## src/rtl/mem_port_arbiter_pkg.sv

```systemverilog
// Shared types and sizes for the I/D-cache memory port arbiter.
// Also holds the grant priority function.
package mem_port_arbiter_pkg;

  localparam int unsigned WordSize  = 16;
  localparam int unsigned FetchSize = 64;
  localparam int unsigned CntWidth  = 16;

  typedef enum logic [1:0] {
    ArbIdle = 2'd0,
    ArbBusy = 2'd1,
    ArbDone = 2'd2
  } arb_state_e;

  typedef enum logic {
    OwnerI = 1'b0,
    OwnerD = 1'b1
  } owner_e;

  // Lock reserves the port for D; otherwise a lone requester wins and a tie goes to the
  // requester that did not own the previous access.
  function automatic owner_e pick_owner(input logic   lock,
                                        input logic   i_req,
                                        input logic   d_req,
                                        input owner_e last_owner);
    owner_e owner;
    if (lock && d_req) begin
      owner = OwnerD;
    end else if (i_req && !d_req) begin
      owner = OwnerI;
    end else if (d_req && !i_req) begin
      owner = OwnerD;
    end else begin
      owner = (last_owner == OwnerI) ? OwnerD : OwnerI;
    end
    return owner;
  endfunction

endpackage

```

## src/rtl/mem_port_arbiter_if.sv

```systemverilog
// Cache-side request/grant signals and memory-side strobes of the shared port.
// slave is the arbiter's view; master is the view of the caches plus memory model.
interface mem_port_arbiter_if;
  import mem_port_arbiter_pkg::*;

  logic                 i_req;
  logic [WordSize-1:0]  i_addr;
  logic                 i_grant;
  logic                 i_done;

  logic                 d_req;
  logic                 d_write;
  logic                 d_lock;
  logic [WordSize-1:0]  d_addr;
  logic [FetchSize-1:0] d_wdata;
  logic                 d_grant;
  logic                 d_done;

  logic [FetchSize-1:0] rdata;
  logic                 readM;
  logic                 writeM;
  logic [WordSize-1:0]  addressM;
  logic [FetchSize-1:0] m_wdata;
  logic [FetchSize-1:0] m_rdata;

  logic [CntWidth-1:0]  i_grantCnt;
  logic [CntWidth-1:0]  d_grantCnt;
  logic [CntWidth-1:0]  conflictCnt;

  modport slave (
    input  i_req, i_addr, d_req, d_write, d_lock, d_addr, d_wdata, m_rdata,
    output i_grant, i_done, d_grant, d_done, rdata, readM, writeM, addressM, m_wdata,
           i_grantCnt, d_grantCnt, conflictCnt
  );

  modport master (
    output i_req, i_addr, d_req, d_write, d_lock, d_addr, d_wdata, m_rdata,
    input  i_grant, i_done, d_grant, d_done, rdata, readM, writeM, addressM, m_wdata,
           i_grantCnt, d_grantCnt, conflictCnt
  );

endinterface

```

## src/rtl/mem_port_arbiter_stats.sv

```systemverilog
// Grant and contention statistics for the memory port arbiter.
// Grant counters wrap; the conflict counter saturates.
module mem_port_arbiter_stats
  import mem_port_arbiter_pkg::*;
(
  input  logic                clk,
  input  logic                reset,
  input  logic                i_i_inc,
  input  logic                i_d_inc,
  input  logic                i_conflict,
  output logic [CntWidth-1:0] o_i_cnt,
  output logic [CntWidth-1:0] o_d_cnt,
  output logic [CntWidth-1:0] o_conflict_cnt
);

  logic [CntWidth-1:0] r_i_cnt;
  logic [CntWidth-1:0] r_d_cnt;
  logic [CntWidth-1:0] r_conflict_cnt;

  always_ff @(posedge clk) begin
    if (reset) begin
      r_i_cnt        <= '0;
      r_d_cnt        <= '0;
      r_conflict_cnt <= '0;
    end else begin
      if (i_i_inc) begin
        r_i_cnt <= r_i_cnt + CntWidth'(1);
      end
      if (i_d_inc) begin
        r_d_cnt <= r_d_cnt + CntWidth'(1);
      end
      if (i_conflict && (r_conflict_cnt != '1)) begin
        r_conflict_cnt <= r_conflict_cnt + CntWidth'(1);
      end
    end
  end

  assign o_i_cnt        = r_i_cnt;
  assign o_d_cnt        = r_d_cnt;
  assign o_conflict_cnt = r_conflict_cnt;

endmodule

```

## src/rtl/mem_port_arbiter.sv

```systemverilog
// Shares one line-wide memory port between the I-cache and D-cache miss engines,
// sequencing a fixed-latency access per grant: IDLE -> BUSY -> DONE -> IDLE.
module mem_port_arbiter
  import mem_port_arbiter_pkg::*;
#(
  parameter int unsigned MEM_LATENCY = 4
) (
  input logic               clk,
  input logic               reset,
  mem_port_arbiter_if.slave bus
);

  localparam int unsigned     LatW    = (MEM_LATENCY > 1) ? $clog2(MEM_LATENCY) : 1;
  localparam logic [LatW-1:0] LatLoad = LatW'(MEM_LATENCY - 1);

  arb_state_e           r_state;
  arb_state_e           w_state_next;
  owner_e               r_owner;
  owner_e               r_last_owner;
  owner_e               w_pick;
  logic                 r_dir;
  logic                 r_lock;
  logic                 r_lock_smp;
  logic [LatW-1:0]      r_cnt;
  logic [WordSize-1:0]  r_addr;
  logic [FetchSize-1:0] r_wdata;
  logic [FetchSize-1:0] r_rdata;

  logic                 w_take;
  logic                 w_capture;
  logic                 w_finish;
  logic                 w_busy;
  logic                 w_done;
  logic                 w_pick_d;
  logic                 w_conflict;

  always_ff @(posedge clk) begin
    if (reset) begin
      r_state <= ArbIdle;
    end else begin
      r_state <= w_state_next;
    end
  end

  always_comb begin
    w_state_next = r_state;
    w_take       = 1'b0;
    w_capture    = 1'b0;
    w_finish     = 1'b0;
    w_pick       = pick_owner(r_lock, bus.i_req, bus.d_req, r_last_owner);
    unique case (r_state)
      ArbIdle: begin
        if (bus.i_req || bus.d_req) begin
          w_take       = 1'b1;
          w_state_next = ArbBusy;
        end
      end
      ArbBusy: begin
        if (r_cnt == '0) begin
          w_capture    = 1'b1;
          w_state_next = ArbDone;
        end
      end
      ArbDone: begin
        w_finish     = 1'b1;
        w_state_next = ArbIdle;
      end
      default: w_state_next = ArbIdle;
    endcase
  end

  assign w_pick_d = (w_pick == OwnerD);

  always_ff @(posedge clk) begin
    if (reset) begin
      r_owner      <= OwnerI;
      r_last_owner <= OwnerI;
      r_dir        <= 1'b0;
      r_lock       <= 1'b0;
      r_lock_smp   <= 1'b0;
      r_cnt        <= '0;
      r_addr       <= '0;
      r_wdata      <= '0;
      r_rdata      <= '0;
    end else begin
      // I-cache requests are always line fills, so only D can set the write direction.
      if (w_take) begin
        r_owner    <= w_pick;
        r_dir      <= w_pick_d && bus.d_write;
        r_addr     <= w_pick_d ? bus.d_addr : bus.i_addr;
        r_wdata    <= (w_pick_d && bus.d_write) ? bus.d_wdata : '0;
        r_lock_smp <= w_pick_d && bus.d_lock;
        r_cnt      <= LatLoad;
      end else if ((r_state == ArbBusy) && (r_cnt != '0)) begin
        r_cnt <= r_cnt - LatW'(1);
      end

      if (w_capture) begin
        r_rdata <= r_dir ? '0 : bus.m_rdata;
      end

      // A reservation whose requester has gone away is dropped rather than stalling I.
      if (w_finish) begin
        r_last_owner <= r_owner;
        if (r_owner == OwnerD) begin
          r_lock <= r_lock_smp;
        end
      end else if ((r_state == ArbIdle) && r_lock && !bus.d_req) begin
        r_lock <= 1'b0;
      end
    end
  end

  assign w_busy     = (r_state == ArbBusy);
  assign w_done     = (r_state == ArbDone);
  assign w_conflict = (r_state == ArbIdle) && bus.i_req && bus.d_req;

  assign bus.i_grant  = (w_busy || w_done) && (r_owner == OwnerI);
  assign bus.d_grant  = (w_busy || w_done) && (r_owner == OwnerD);
  assign bus.i_done   = w_done && (r_owner == OwnerI);
  assign bus.d_done   = w_done && (r_owner == OwnerD);
  assign bus.readM    = w_busy && !r_dir;
  assign bus.writeM   = w_busy && r_dir;
  assign bus.addressM = r_addr;
  assign bus.m_wdata  = (w_busy && r_dir) ? r_wdata : '0;
  assign bus.rdata    = w_done ? r_rdata : '0;

  mem_port_arbiter_stats u_stats (
    .clk            (clk),
    .reset          (reset),
    .i_i_inc        (w_finish && (r_owner == OwnerI)),
    .i_d_inc        (w_finish && (r_owner == OwnerD)),
    .i_conflict     (w_conflict),
    .o_i_cnt        (bus.i_grantCnt),
    .o_d_cnt        (bus.d_grantCnt),
    .o_conflict_cnt (bus.conflictCnt)
  );

  a_strobe_excl : assert property (@(posedge clk) disable iff (reset)
                                   !(bus.readM && bus.writeM));
  a_grant_excl  : assert property (@(posedge clk) disable iff (reset)
                                   !(bus.i_grant && bus.d_grant));

endmodule

```

## src/flat_wrapper.sv

```systemverilog
// flat-port wrapper written by rule: the top's interface ports become plain ports
module mem_port_arbiter_flat import mem_port_arbiter_pkg::*;
#(
  parameter int unsigned MEM_LATENCY = 4
)
  (clk, reset, bus_i_req, bus_i_addr, bus_d_req, bus_d_write, bus_d_lock, bus_d_addr, bus_d_wdata, bus_m_rdata, bus_i_grant, bus_i_done, bus_d_grant, bus_d_done, bus_rdata, bus_readM, bus_writeM, bus_addressM, bus_m_wdata, bus_i_grantCnt, bus_d_grantCnt, bus_conflictCnt);
  mem_port_arbiter_if bus_i ();
  input logic clk;
  input logic reset;
  input wire logic [$bits(bus_i.i_req)-1:0] bus_i_req;
  input wire logic [$bits(bus_i.i_addr)-1:0] bus_i_addr;
  input wire logic [$bits(bus_i.d_req)-1:0] bus_d_req;
  input wire logic [$bits(bus_i.d_write)-1:0] bus_d_write;
  input wire logic [$bits(bus_i.d_lock)-1:0] bus_d_lock;
  input wire logic [$bits(bus_i.d_addr)-1:0] bus_d_addr;
  input wire logic [$bits(bus_i.d_wdata)-1:0] bus_d_wdata;
  input wire logic [$bits(bus_i.m_rdata)-1:0] bus_m_rdata;
  output wire logic [$bits(bus_i.i_grant)-1:0] bus_i_grant;
  output wire logic [$bits(bus_i.i_done)-1:0] bus_i_done;
  output wire logic [$bits(bus_i.d_grant)-1:0] bus_d_grant;
  output wire logic [$bits(bus_i.d_done)-1:0] bus_d_done;
  output wire logic [$bits(bus_i.rdata)-1:0] bus_rdata;
  output wire logic [$bits(bus_i.readM)-1:0] bus_readM;
  output wire logic [$bits(bus_i.writeM)-1:0] bus_writeM;
  output wire logic [$bits(bus_i.addressM)-1:0] bus_addressM;
  output wire logic [$bits(bus_i.m_wdata)-1:0] bus_m_wdata;
  output wire logic [$bits(bus_i.i_grantCnt)-1:0] bus_i_grantCnt;
  output wire logic [$bits(bus_i.d_grantCnt)-1:0] bus_d_grantCnt;
  output wire logic [$bits(bus_i.conflictCnt)-1:0] bus_conflictCnt;
  assign bus_i.i_req = bus_i_req;
  assign bus_i.i_addr = bus_i_addr;
  assign bus_i.d_req = bus_d_req;
  assign bus_i.d_write = bus_d_write;
  assign bus_i.d_lock = bus_d_lock;
  assign bus_i.d_addr = bus_d_addr;
  assign bus_i.d_wdata = bus_d_wdata;
  assign bus_i.m_rdata = bus_m_rdata;
  assign bus_i_grant = bus_i.i_grant;
  assign bus_i_done = bus_i.i_done;
  assign bus_d_grant = bus_i.d_grant;
  assign bus_d_done = bus_i.d_done;
  assign bus_rdata = bus_i.rdata;
  assign bus_readM = bus_i.readM;
  assign bus_writeM = bus_i.writeM;
  assign bus_addressM = bus_i.addressM;
  assign bus_m_wdata = bus_i.m_wdata;
  assign bus_i_grantCnt = bus_i.i_grantCnt;
  assign bus_d_grantCnt = bus_i.d_grantCnt;
  assign bus_conflictCnt = bus_i.conflictCnt;
  mem_port_arbiter #(.MEM_LATENCY(MEM_LATENCY)) u_core (.clk(clk), .reset(reset), .bus(bus_i));
endmodule
```

## config.mk

```make
export PLATFORM = sky130hd
export DESIGN_NAME = mem_port_arbiter_flat
export DESIGN_NICKNAME = d
export VERILOG_FILES = /design/src/rtl/mem_port_arbiter_pkg.sv /design/src/rtl/mem_port_arbiter_if.sv /design/src/rtl/mem_port_arbiter_stats.sv /design/src/rtl/mem_port_arbiter.sv /design/src/flat_wrapper.sv
export SDC_FILE = /design/constraint.sdc
export NUM_CORES = 1
export LEC_CHECK = 0
export ABC_CLOCK_PERIOD_IN_PS = 4600
export CORE_UTILIZATION = 30
export CTS_CLUSTER_DIAMETER = 100
export DETAILED_ROUTE_END_ITERATION = 6
export DONT_BUFFER_PORTS = 1
export PLACE_DENSITY = 0.42
export SYNTH_ARGS = -nofsm -noshare
export SYNTH_HDL_FRONTEND = slang
export SYNTH_SLANG_ARGS = --single-unit
```

## constraint.sdc

```tcl
create_clock -name clk -period 4.6 [get_ports clk]
set_clock_uncertainty 0.2 [all_clocks]
set_input_delay 0 -clock clk [delete_from_list [all_inputs] [get_ports clk]]
set_output_delay 0 -clock clk [all_outputs]
set_load 0.05 [all_outputs]
```

### Word-level counts from Yosys, hierarchy flattened

Index checks and enable logic that the tools add are counted.

| word-level totals | value |
|---|---|
| flip-flop bits (word level) | 201 |
| input bits | 166 |
| word-level logic and storage cells | 77 |

| cells by class | value |
|---|---|
| add/subtract/negate cells | 4 |
| equal/unequal tests | 6 |
| muxes and demuxes | 22 |
| bitwise gates (word level) | 1 |
| reduce and logical (&&, ||, !) cells | 31 |

Operators by type and width:

| cell | number |
|---|---|
| $mux W64 | 4 |
| $add A16 B1 Y16 const B | 3 |
| $logic_and A1 B1 Y1 | 19 |
| $mux W16 | 1 |
| $ne A16 B16 Y1 const B | 1 |
| $mux W1 | 12 |
| $mux W2 | 4 |
| $reduce_bool A2 Y1 | 3 |
| $logic_not A2 Y1 | 2 |
| $ne A2 B1 Y1 const B | 2 |
| $pmux W2 S2 | 1 |
| $reduce_and A2 Y1 | 2 |
| $logic_not A1 Y1 | 3 |
| $eq A2 B1 Y1 const B | 1 |
| $eq A2 B2 Y1 const B | 1 |
| $logic_or A1 B1 Y1 | 2 |
| $ne A2 B2 Y1 const B | 1 |
| $sub A2 B1 Y2 const B | 1 |
| $not A1 Y1 | 1 |

### Logic depth before layout (Yosys ltp)

Gate-level depths: netlist (run 1).

| depth | value |
|---|---|
| depth after elaboration | 7 |
| mapped depth | 10 |

### By module

A second synthesis (run 1) with hierarchy kept.

| second synthesis, totals | value |
|---|---|
| cells, all modules | 1048 |
| area total of the unflattened synthesis | 8874.8 um^2 |

Modules (own cells, without submodules):

| module | instances | cells each | area each (um^2) | seq. area each (um^2) |
|---|---|---|---|---|
| mem_port_arbiter | 1 | 801 | 6690.2 | 3062.9 |
| mem_port_arbiter_stats | 1 | 247 | 2184.6 | 960.9 |

### Worst setup path before layout (run 1)

Ideal clock, no wire load.

| path | value |
|---|---|
| path kind | flip-flop to flip-flop |
| start | register u_core.u_stats.r_conflict_cnt[0], in the netlist u_core.u_stats.o_conflict_cnt[0] |
| end | register u_core.u_stats.r_conflict_cnt[10], in the netlist u_core.u_stats.o_conflict_cnt[10] |
| library setup time | 0.128 ns |
| data arrival time | 1.906 ns |
| data required time | 4.272 ns |
| slack | 2.367 ns |
| cell stages (with the launch flop) | 7 |
| path buffers | 0 |
| period minus slack after synthesis | 2.233 ns |
| path through | dfxtp_1 ha_1 nand4_1 a2111oi_2 nand3_1 xor2_1 nor2_1 |

| on the way | value |
|---|---|
| word-level cells in the longest chain between the ends | 2 |

Ends and longest elaborated chain:

| what | line | source |
|---|---|---|
| start: declaration | mem_port_arbiter_stats.sv:18 | `logic [CntWidth-1:0] r_conflict_cnt;` |
| start signal: assignment | mem_port_arbiter_stats.sv:33 | `r_conflict_cnt <= r_conflict_cnt + CntWidth'(1);` |
| branches (longest 2 deep; another with $add A16 B1 Y16) | n/a |  |

Several ways; the timed one is not identified.
A chain may end at the register's enable or synchronous reset.

### Worst setup path after layout (run 1)

| path | value |
|---|---|
| start | register u_core.r_state[0] |
| end | register u_core.r_wdata[29] |

| on the way | value |
|---|---|
| word-level cells in the longest chain between the ends | 2 |

Ends and longest elaborated chain:

| what | line | source |
|---|---|---|
| start: declaration | mem_port_arbiter.sv:16 | `arb_state_e r_state;` |
| start signal: assignment | mem_port_arbiter.sv:39 | `r_state <= ArbIdle;` |
| start signal: assignment | mem_port_arbiter.sv:41 | `r_state <= w_state_next;` |
| $logic_not A2 Y1 | mem_port_arbiter.sv:51 | `unique case (r_state)` |
| $mux W1 | mem_port_arbiter.sv:51 |  |
| end signal: assignment | mem_port_arbiter.sv:91 | `r_wdata <= (w_pick_d && bus.d_write) ? bus.d_wdata : '0;` |
| end: declaration | mem_port_arbiter.sv:26 | `logic [FetchSize-1:0] r_wdata;` |

No other way between the ends.

==> flow_summary.ini, run 1 <==
[run_status]
outcome = finished clean

[critical_path]
cp_num_buf_inv = 4
cp_slowest_cell = dlygate4sd3_1
timing.critical_path.max_delay_family = buffers and inverters
worstPathArrival_ps = 3730
reg2reg_from = u_core.r_state[0]$_SDFFE_PP0P_
cpPeakStageDelay_ps = 660
cp-end-kind = flop
critPathKind = reg2reg
worstPathMaxFanout = 65
path_common_cell = buf_4
cp.required_ps = 4840
critPathLaunchType = flop
path_cells = inv_1 -> ha_1 -> o21a_1 -> buf_4 -> nand2_1 -> a211oi_4 -> buf_4 -> a22oi_1 -> dlygate4sd3_1 -> nor2_1
startpoint = u_core.r_state[0]$_SDFFE_PP0P_

[layout]
final_nets = 1426
multiInputGateArea_um2 = 4378
mostFrequentLayoutCell = dlygate4sd3_1
drive_above_1_share_pct = 4.901
syn_to_final_growth_pct = 40.41
final_cell_mix = dlygate4sd3_1, dfxtp_1, nor2_1
n_antenna_cell = 0
regArea_um2 = 4028
nFillCells = 2825

[sta]
maxSlewHeadroom_pct = 29.45
tns_ps = 0
min_period_over_period_pct = 75.86
final-max-slew-violation-count = 0
max_slew.worst_pin.slew_ps = 1058
hold_viol = 0
rsz0062_at_grt = no
period_minus_slack_ps = 3490
finalSetupViolations = 0
fmax_mhz = 286.6

[detailed_routing]
wl_per_cell_um = 16.96
vias = 8233
wl_um = 27960
dr.pass1.iters = 4
drt_iter0_drc = 455
route.detailed.drc = 0
ant_nets = 0
vias_per_cell = 4.993

[cts]
root_buffer = clkbuf_16
clk_pin_slew_ps = 60
cts.sink_count = 201
clk_path_buf_depth = 3
h-tree-depth = 1
clock_latency_ps = 510
cts_tree = yes
cts_buffers = 24

[floorplan]
dieArea_um2 = 30020
start_util_pct = 30.57
io_pins = 364
die_h_um = 173.3
core_um2 = 28780
rows = 62
die_w_um = 173.3

[synth]
ys_types = 45
syn_area_per_cell_um2 = 8.379
post_synth_inst_count = 1050
yosysSeqAreaShare_pct = 45.73
synth_top_flop_cell = dfxtp_1
async_flop_share_pct = 0
synth_top_area_cell = dfxtp_1
synth_area_leaders = dfxtp_1, nor2_1, a22oi_1, nor3b_1, and3_1
yosys_warnings = 0
yosysTopAreaCellShare_pct = 45.73
synth_nets = 1225
ys_seq_elements = 201
netlist_area_um2 = 8798
synth-edff-count = 0

[power_and_ir_drop]
total_power_mw = 5.669
ir_drop_mv = 0.2823
power.leakage_nw = 4.717
power.density_nw_per_um2 = 458.9

[placement]
port_buffers = 0
hpwl_um = 16150
gp_congestion = 0.7561

[global_routing]
grt_pass1_vias = 8456
grt_max_degree = 202
grt_use_total_pct = 17.93
antenna_found_initial = 1
grt_pass1_wl_um = 44230
grt_overflow_total = 0

[hold_path]
hp-class = in2reg
holdCritStartpoint = bus_d_wdata[62]

[job]
drv_cap = 0
-- synthesized netlist by cell type (2+ instances only) --
master    number
inv_1         12
a21oi_1       78
buf_4          8
nor4_2         2
and2_1        67
and4_1         6
buf_2          8
dfxtp_1      201
clkbuf_1      70
nor2_1       194
nor3b_1       64
ha_1           9
a211oi_1       2
nor3_1         5
nor4_1         3
mux2i_1        3
or3_1          4
nand3_1       14
a311oi_1      17
nor2b_1        5
xor2_1        26
o21ai_0        7
xnor2_1       14
buf_1          3
and3_1        72
nand2_1       64
nand4_1       11
a22oi_1       64
-- cell type report --
type,instances,area share (%)
clock inverter,2,0.08102
timing repair buffer,265,21.43
tap,384,3.889
sequential,201,32.60
clock buffer,38,6.198
multi-input combinational,747,35.44
inverter,12,0.3646
-- report_power, final --
part	switching (mW)	internal, mW	total (mW)
registers	0.356	1.96	2.32
logic	0.892	0.591	1.48
clock network	0.742	1.13	1.87
total	1.99	3.68	5.67
-- final timing paths --
kind                                                        end  slack [ps]  cells past startpoint
worst max register to register  u_core.r_wdata[29]$_SDFFE_PP0P_        1110                     10
worst min register to register   u_core.r_lock_smp$_SDFFE_PP0P_         250                      2
worst max-delay path            u_core.r_wdata[29]$_SDFFE_PP0P_        1110                     10
worst min-delay path            u_core.r_wdata[62]$_SDFFE_PP0P_          20                      3
-- sequential cells by signal, summed over array words and instances (netlist names) --
register and cells:
u_core.bus.addressM 16, u_core.r_lock 1, u_core.r_state 2, u_core.r_lock_smp 1, u_core.u_stats.o_conflict_cnt 16, u_core.r_wdata 64, u_core.r_cnt 2, u_core.u_stats.o_i_cnt 16
u_core.r_last_owner 1, u_core.r_rdata 64, u_core.r_dir 1, u_core.u_stats.o_d_cnt 16, u_core.r_owner 1
-- cells by family after synthesis --
| kind of cell | share of synthesized area (%) |
|---|---|
| AO/OA/AOI/OAI | 13.07 |
| XOR/XNOR | 3.982 |
| adder cells (fa/ha/maj) | 1.280 |
| buffers and inverters | 4.892 |
| flip-flops | 45.73 |
| multiplexers | 0.3413 |
| AND/OR/NAND/NOR | 30.70 |
-- worst min-delay path, delay by kind of cell --
family                 cells  cell delay, ps
AOI/OAI and AO/OA          1              70
buffers and inverters      1             540
and+or+nand+nor            1              80
-- metrics by stage --
stage	utilization [%]	hold slack (ps)	instance area (µm²)	setup WS [ps]	instances
floorplan	-	-51.70	8798	2367	1050
global placement	31.27	-112.1	8999	1809	1353
detailed placement	31.27	-106.7	8999	1771	1353
CTS	42.89	1.313	12340	1207	1648
global route	42.93	22.31	12350	884.9	1649
finish	42.93	17.22	12350	1110	1649
-- per-layer routing --
| layer | track usage, % | share of wire [%] | vias up |
|---|---|---|---|
| met2 | 32.58 | 49 | 265 |
| met4 | 5.826 | 3.2 | 0 |
| met1 | 20.21 | 40 | 3931 |
| met3 | 4.781 | 7.1 | 51 |
| li1 | - | - | 3986 |
| met5 | 0 | 0 | - |
-- what timing repair did --
action,CTS,global route
endpoints found under the hold margin,201,1
buffers inserted,0,0
hold buffers,255,1
resized for setup,0,0
Power figures use the tool's default switching activity.
==> run 2: changes to the inputs <==
--- a/config.mk
+++ b/config.mk
@@ -5,7 +5,7 @@
 export SDC_FILE = /design/constraint.sdc
 export NUM_CORES = 1
 export LEC_CHECK = 0
-export ABC_CLOCK_PERIOD_IN_PS = 4600
+export ABC_CLOCK_PERIOD_IN_PS = 3300
 export CORE_UTILIZATION = 30
 export CTS_CLUSTER_DIAMETER = 100
 export DETAILED_ROUTE_END_ITERATION = 6
==> constraint.sdc (replaced) <==
create_clock -name clk -period 3.3 [get_ports clk]
set_clock_uncertainty 0.2 [all_clocks]
set_input_delay 0 -clock clk [delete_from_list [all_inputs] [get_ports clk]]
set_output_delay 0 -clock clk [all_outputs]
set_load 0.05 [all_outputs]
==> flow_summary.ini, run 2 <==
[run_status]
outcome = stopped before the end
lastStage = clock tree synthesis (4_1_cts)
error = [ERROR RSZ-0060] Max buffer count reached.

[cts]
cts-resized-gates = 0
cts_buffers = 25
post_cts_buffers = 0
root_buffer = clkbuf_16
cts_hold_buf = 283
h-tree-depth = 1
cts.sink_count = 201
clk_path_buf_depth = 3

[synth]
async_flop_share_pct = 0
synth_area_leaders = dfxtp_1, nor2_1, a22oi_1, nor3b_1, and3_1
synth.most_common_cell = dfxtp_1
synth_nets = 1225
post_synth_inst_count = 1050
netlist_area_um2 = 8798
ys_types = 45
synth-edff-count = 0
synthTopCellsByCount = dfxtp_1, nor2_1, a21oi_1
ys_seq_elements = 201
syn_area_per_cell_um2 = 8.379
synth_top_flop_cell = dfxtp_1
yosysTopAreaCellShare_pct = 45.73
synth_top_area_cell = dfxtp_1
yosys_warnings = 0
yosysSeqAreaShare_pct = 45.73

[placement]
port_buffers = 0
place_ws_ps = 816.3
hpwl_um = 16110
gp_congestion = 0.7613

[floorplan]
io_pins = 364
start_util_pct = 30.57
rows = 62
die_h_um = 173.3
die_w_um = 173.3
==> run 2: cell counts after synthesis <==
Identical to the previous run, type by type.
==> run 2: through the flow <==
step	cells	hold slack, ps	instance area [µm²]	utilization (%)
3_3_place_gp	1370	-110.5	9164	31.84
3_5_place_dp	1370	-111.3	9164	31.84
2_1_floorplan	1050	-51.70	8798	-
==> run 2: kinds of logic after synthesis <==
family | Yosys count | share of synthesized area (%)
AND/OR/NAND/NOR | 518 | 30.70
flip-flops | 201 | 45.73
AO/OA/AOI/OAI | 177 | 13.07
buffers and inverters | 102 | 4.892
XOR/XNOR | 40 | 3.982
adder cells (fa/ha/maj) | 9 | 1.280
multiplexers | 3 | 0.3413
==> run 3: changes to the inputs <==
--- a/config.mk
+++ b/config.mk
@@ -6,11 +6,10 @@
 export NUM_CORES = 1
 export LEC_CHECK = 0
 export ABC_CLOCK_PERIOD_IN_PS = 3300
-export CORE_UTILIZATION = 30
-export CTS_CLUSTER_DIAMETER = 100
+export CORE_UTILIZATION = 20
 export DETAILED_ROUTE_END_ITERATION = 6
 export DONT_BUFFER_PORTS = 1
-export PLACE_DENSITY = 0.42
+export PLACE_DENSITY_LB_ADDON = 0.15
 export SYNTH_ARGS = -nofsm -noshare
 export SYNTH_HDL_FRONTEND = slang
 export SYNTH_SLANG_ARGS = --single-unit
==> flow_summary.ini, run 3 (synthesized netlist as in run 1, its figures left out) <==
[critical_path]
path_cells = buf_4 -> ha_2 -> and4_1 -> and4_4 -> or4_4 -> xor2_1 -> nor2_1 -> dlygate4sd3_1 -> dlygate4sd3_1
worstPathArrival_ps = 3400
path_common_cell = dlygate4sd3_1
critPathKind = reg2reg
reg2reg_setup_slack_ps = 120
cp_num_buf_inv = 3
rr_worst_depth = 9
cp.required_ps = 3530
worstPathMaxFanout = 5
cp-end-kind = flop
cp_slowest_cell = dlygate4sd3_1
startpoint = u_core.u_stats.o_conflict_cnt[1]$_SDFFE_PP0P_
r2r_end = u_core.u_stats.o_conflict_cnt[3]$_SDFFE_PP0P_
timing.critical_path.max_delay_family = buffers and inverters
critPathLaunchType = flop
reg2reg_from = u_core.u_stats.o_conflict_cnt[1]$_SDFFE_PP0P_
cpPeakStageDelay_ps = 550

[detailed_routing]
dr.pass1.iters = 4
vias = 8564
ant_nets = 0
route.detailed.drc = 0
wl_um = 31440
drt_iter0_drc = 325
wl_per_cell_um = 16.27
vias_per_cell = 4.430

[placement]
gp_congestion = 0.7090
hpwl_um = 17880
port_buffers = 0
dpl_cell_area_um2 = 9420

[sta]
period_minus_slack_ps = 3175
fmax_mhz = 314.9
final-max-slew-violation-count = 0
hold_viol = 0
tns_ps = 0
worst_hold_slack_ps = 98.84
max_slew.worst_pin.slew_ps = 1054
min_period_over_period_pct = 96.22
finalSetupViolations = 0
maxSlewHeadroom_pct = 29.72
rsz0062_at_grt = no

[layout]
mostFrequentLayoutCell = dlygate4sd3_1
final_nets = 1501
design_area_um2 = 13440
drive_above_1_share_pct = 7.366
post-route-util_pct = 31.05
syn_to_final_growth_pct = 52.70
final_cell_mix = dlygate4sd3_1, nor2_1, dfxtp_1
reg_top3 = u_core.r_rdata: 64 flops, u_core.r_wdata: 64 flops
nFillCells = 4603

[cts]
root_buffer = clkbuf_16
clk_path_buf_depth = 3
clk_pin_slew_ps = 60
h-tree-depth = 1
cts_buffers = 27
clock_latency_ps = 540
cts.sink_count = 201
cts_tree = yes

[floorplan]
io_pins = 364
rows = 76
die_w_um = 211.7
core_um2 = 43270
dieArea_um2 = 44840
start_util_pct = 20.34
die_h_um = 211.7

[global_routing]
grt_max_degree = 184
grt_pass1_wl_um = 48240
antenna_found_initial = 4
grt_use_total_pct = 13.57
grt_overflow_total = 0
grt_pass1_vias = 8648

[power_and_ir_drop]
power.leakage_nw = 5.735
power.density_nw_per_um2 = 623.7
ir_drop_mv = 0.2796

[hold_path]
hp-class = in2reg
holdPathStages = 4
hold_end = u_core.r_rdata[14]$_SDFFE_PP0P_
holdCritStartpoint = bus_m_rdata[14]

[run_status]
outcome = finished clean

[job]
drv_cap = 0
## run 3: metrics by stage
step           instances  setup slack [ps]  power (mW)
2_1_floorplan       1050              1067       4.487
3_3_place_gp        1572             618.0       4.930
3_5_place_dp        1572             652.5       4.950
4_1_cts             1927             14.35       8.470
5_1_grt             1931             17.80       8.873
6_report            1933             124.7       8.379
## run 3: final cells by class
cell class	instances	area [µm²]	area share (%)
clock inverters	5	32.53	0.2421
repair buffers	337	3367	25.06
clock buffers	42	802.0	5.969
inverters	12	45.04	0.3353
flip-flops and latches	201	4038	30.05
diodes	4	10.01	0.07450
well taps	585	732.0	5.448
multi-input cells	747	4409	32.82
## run 3: metal layers
layer	GRT usage [%]	wire length [µm]	vias to the layer above
li1	-	-	4160
met1	14.87	12550	4109
met2	24.18	15420	243
met3	4.717	2426	52
met4	4.598	1040	0
met5	0	0	-
## run 3: worst register-to-register path, cell delays in order, from the launching register on
cell	delay [ps]
dfxtp_1	290
buf_4	190
ha_2	240
and4_1	220
and4_4	210
or4_4	410
xor2_1	140
nor2_1	60
dlygate4sd3_1	550
dlygate4sd3_1	550
## run 3: timing repair
item,CTS,global route
buffers inserted,0,2
resized for setup,0,19
hold endpoints to repair,201,0
setup endpoints to repair,0,10
hold buffers,308,0
## run 3: how the worst max path moves through the flow
stage                                                           endpoint  slack, ps  depth (start not counted)
after CTS                                   u_core.r_cnt[0]$_SDFFE_PP0P_         10                          8
after detailed placement         u_core.u_stats.o_d_cnt[11]$_SDFFE_PP0P_        650                          8
after floorplan           u_core.u_stats.o_conflict_cnt[10]$_SDFFE_PP0P_       1070                          6
after global placement           u_core.u_stats.o_d_cnt[11]$_SDFFE_PP0P_        620                          8
after global routing       u_core.u_stats.o_conflict_cnt[3]$_SDFFE_PP0P_         20                          9
final                      u_core.u_stats.o_conflict_cnt[3]$_SDFFE_PP0P_        120                          9
## run 3: power by group
group / leakage [nW] / internal [mW] / switching [mW]
clock network: 0.413 / 1.66 / 1.16
logic: 3.68 / 1.02 / 1.35
registers: 1.64 / 2.73 / 0.464
total: 5.74 / 5.41 / 2.97
==> run 4: changes to the inputs <==
--- a/config.mk
+++ b/config.mk
@@ -6,9 +6,11 @@
 export NUM_CORES = 1
 export LEC_CHECK = 0
 export ABC_CLOCK_PERIOD_IN_PS = 3300
+export BUFFER_PORTS_ARGS = -buffer_cell sky130_fd_sc_hd__clkbuf_2
+export CELL_PAD_IN_SITES_DETAIL_PLACEMENT = 0
+export CELL_PAD_IN_SITES_GLOBAL_PLACEMENT = 1
 export CORE_UTILIZATION = 20
 export DETAILED_ROUTE_END_ITERATION = 6
-export DONT_BUFFER_PORTS = 1
 export PLACE_DENSITY_LB_ADDON = 0.15
 export SYNTH_ARGS = -nofsm -noshare
 export SYNTH_HDL_FRONTEND = slang
==> flow_summary.ini, run 4 (synthesized netlist as in run 1, its figures left out) <==
[run_status]
outcome = finished clean

[global_routing]
antenna_found_initial = 1
grt_pass1_wl_um = 51780
met3_usage_pct = 4.272
grt_pass1_vias = 9694
grt_use_total_pct = 14.37
busiest_layer = met2
grt_max_degree = 77
grt_overflow_total = 0
gr-usage-met2_pct = 25.31
gr-usage-met1_pct = 16.52

[critical_path]
worstPathMaxFanout = 17
cp-end-kind = flop
reg2reg_setup_slack_ps = 200
cpPeakStageDelay_ps = 580
cp.required_ps = 3580
startpoint = u_core.r_state[1]$_SDFFE_PP0P_
path_cells = inv_1 -> ha_4 -> o21a_1 -> nand2_1 -> a211oi_4 -> clkbuf_16 -> a22oi_1 -> dlygate4sd3_1 -> nor2_1 -> dlygate4sd3_1
critPathKind = reg2reg
critPathLaunchType = flop
rr_worst_depth = 10
critPathCapture = u_core.r_wdata[15]$_SDFFE_PP0P_
r2r_end = u_core.r_wdata[15]$_SDFFE_PP0P_
cp_slowest_cell = dlygate4sd3_1
path_common_cell = dlygate4sd3_1
worstPathArrival_ps = 3380
reg2reg_from = u_core.r_state[1]$_SDFFE_PP0P_

[layout]
drive_above_1_share_pct = 26.52
design_area_um2 = 14600
syn_to_final_growth_pct = 65.90
reg_top3 = u_core.r_rdata: 64 flops, u_core.r_wdata: 64 flops
final_nets = 1800
nFillCells = 4659
instances_no_fill = 2226
final_cell_mix = clkbuf_2, dlygate4sd3_1, dfxtp_1
post-route-util_pct = 33.74
regArea_um2 = 4028
mostFrequentLayoutCell = clkbuf_2
multiInputGateArea_um2 = 4388

[power_and_ir_drop]
internal-power_mw = 5.418
power.leakage_nw = 6.480
power.density_nw_per_um2 = 575.3
switching_share_pct = 35.48
switchingPower_mw = 2.980
p_comb_share_pct = 32.3
ir_drop_mv = 0.3158
pwr-share-clk_pct = 32.8
seqPwrFrac_pct = 34.9

[floorplan]
die_w_um = 211.7
io_pins = 364
core_um2 = 43270
die_h_um = 211.7
dieArea_um2 = 44840
start_util_pct = 20.34
rows = 76

[placement]
port_buffers = 363
gp_congestion = 0.7326
hpwl_um = 20900
dpl_cell_area_um2 = 11160
place_inst = 1920

[sta]
final-max-slew-violation-count = 0
maxSlewHeadroom_pct = 37.63
period_minus_slack_ps = 3098
finalSetupViolations = 0
tns_ps = 0
fmax_mhz = 322.8
min_period_over_period_pct = 93.89
hold_viol = 0
rsz0062_at_grt = no
max_slew.worst_pin.slew_ps = 935.6

[detailed_routing]
wl_per_cell_um = 15.21
ant_nets = 0
drt_iter0_drc = 321
wl_um = 33850
dr.pass1.iters = 5
vias = 9468
route.detailed.drc = 0
vias_per_cell = 4.253

[cts]
clk_pin_slew_ps = 60
cts_tree = yes
cts.sink_count = 201
clk_path_buf_depth = 3
cts_buffers = 27
h-tree-depth = 1
root_buffer = clkbuf_16
clock_latency_ps = 540

[hold_path]
hp-class = in2reg

[job]
drv_cap = 0
==> run 4: cell count changes in the layout (fill, tap and decap cells not counted), moves of 2 or more <==
cell,change
ha_2,-2
buf_4,-15
dlygate4sd3_1,-50
diode_2,-3
clkbuf_2,+362
clkinv_2,+2
dfxtp_2,-8
buf_6,+2
dfxtp_1,+8
clkbuf_1,-3
==> run 4: metal layers <==
layer,vias up,routed length [µm]
met5,-,0
met4,0,822
met3,50,2365
met2,222,16520
met1,4452,14150
li1,4744,-
==> run 4: metrics by stage <==
step	power (mW)	worst slack, ps	hold WS, ps
6_report	8.398	201.8	55.05
5_1_grt	8.922	30.74	47.86
4_1_cts	8.505	16.45	16.26
3_5_place_dp	5.172	918.2	44.96
3_3_place_gp	5.179	962.1	34.66
2_1_floorplan	4.487	1067	-51.70
==> run 4: worst min path at each step <==
stage                                                 endpoint  depth (start not counted)  slack (ps)            start
after floorplan                 u_core.r_wdata[0]$_SDFFE_PP0P_                          2         -50   bus_d_wdata[0]
after global placement         u_core.r_wdata[25]$_SDFFE_PP0P_                          3          30  bus_d_wdata[25]
after detailed placement       u_core.r_wdata[48]$_SDFFE_PP0P_                          3          40  bus_d_wdata[48]
after CTS                  u_core.bus.addressM[3]$_SDFFE_PP0P_                          4          20    bus_i_addr[3]
after global routing      u_core.bus.addressM[11]$_SDFFE_PP0P_                          4          50   bus_i_addr[11]
final                          u_core.r_wdata[44]$_SDFFE_PP0P_                          4          60  bus_d_wdata[44]
==> run 4: final cells by class <==
type | instances | share of cell area (%)
inverter | 12 | 0.3086
clock buffer | 38 | 5.323
timing repair buffer | 636 | 31.45
antenna | 1 | 0.01714
clock inverter | 6 | 0.2314
sequential | 201 | 27.59
multi-input combinational | 747 | 30.06
tap | 585 | 5.015
==> run 4: what timing repair did <==
| item | 4_1_cts | 5_1_grt |
|---|---|---|
| resized for setup | 0 | 3 |
| hold endpoints to repair | 197 | 0 |
| endpoints found under the setup margin | 0 | 8 |
| buffers inserted | 0 | 2 |
| hold buffers | 257 | 0 |
==> run 4: power groups by stage <==
| stage | Clock, mW | Sequential (mW) | Combinational, mW |
|---|---|---|---|
| CTS | 2.88 | 2.93 | 2.69 |
| floorplan | 0 | 3.15 | 1.34 |
| global route | 2.97 | 2.97 | 2.98 |
| global placement | 0 | 2.98 | 2.20 |
| detailed placement | 0 | 2.98 | 2.19 |
| finish | 2.75 | 2.93 | 2.71 |
==> run 4: worst max-delay path: cells and delay by family (launching register included) <==
kind	cells	cell delay, ps
fa+ha+maj	1	220
compound gates	3	540
simple gates	2	170
buf+inv	4	1550
flops	1	330
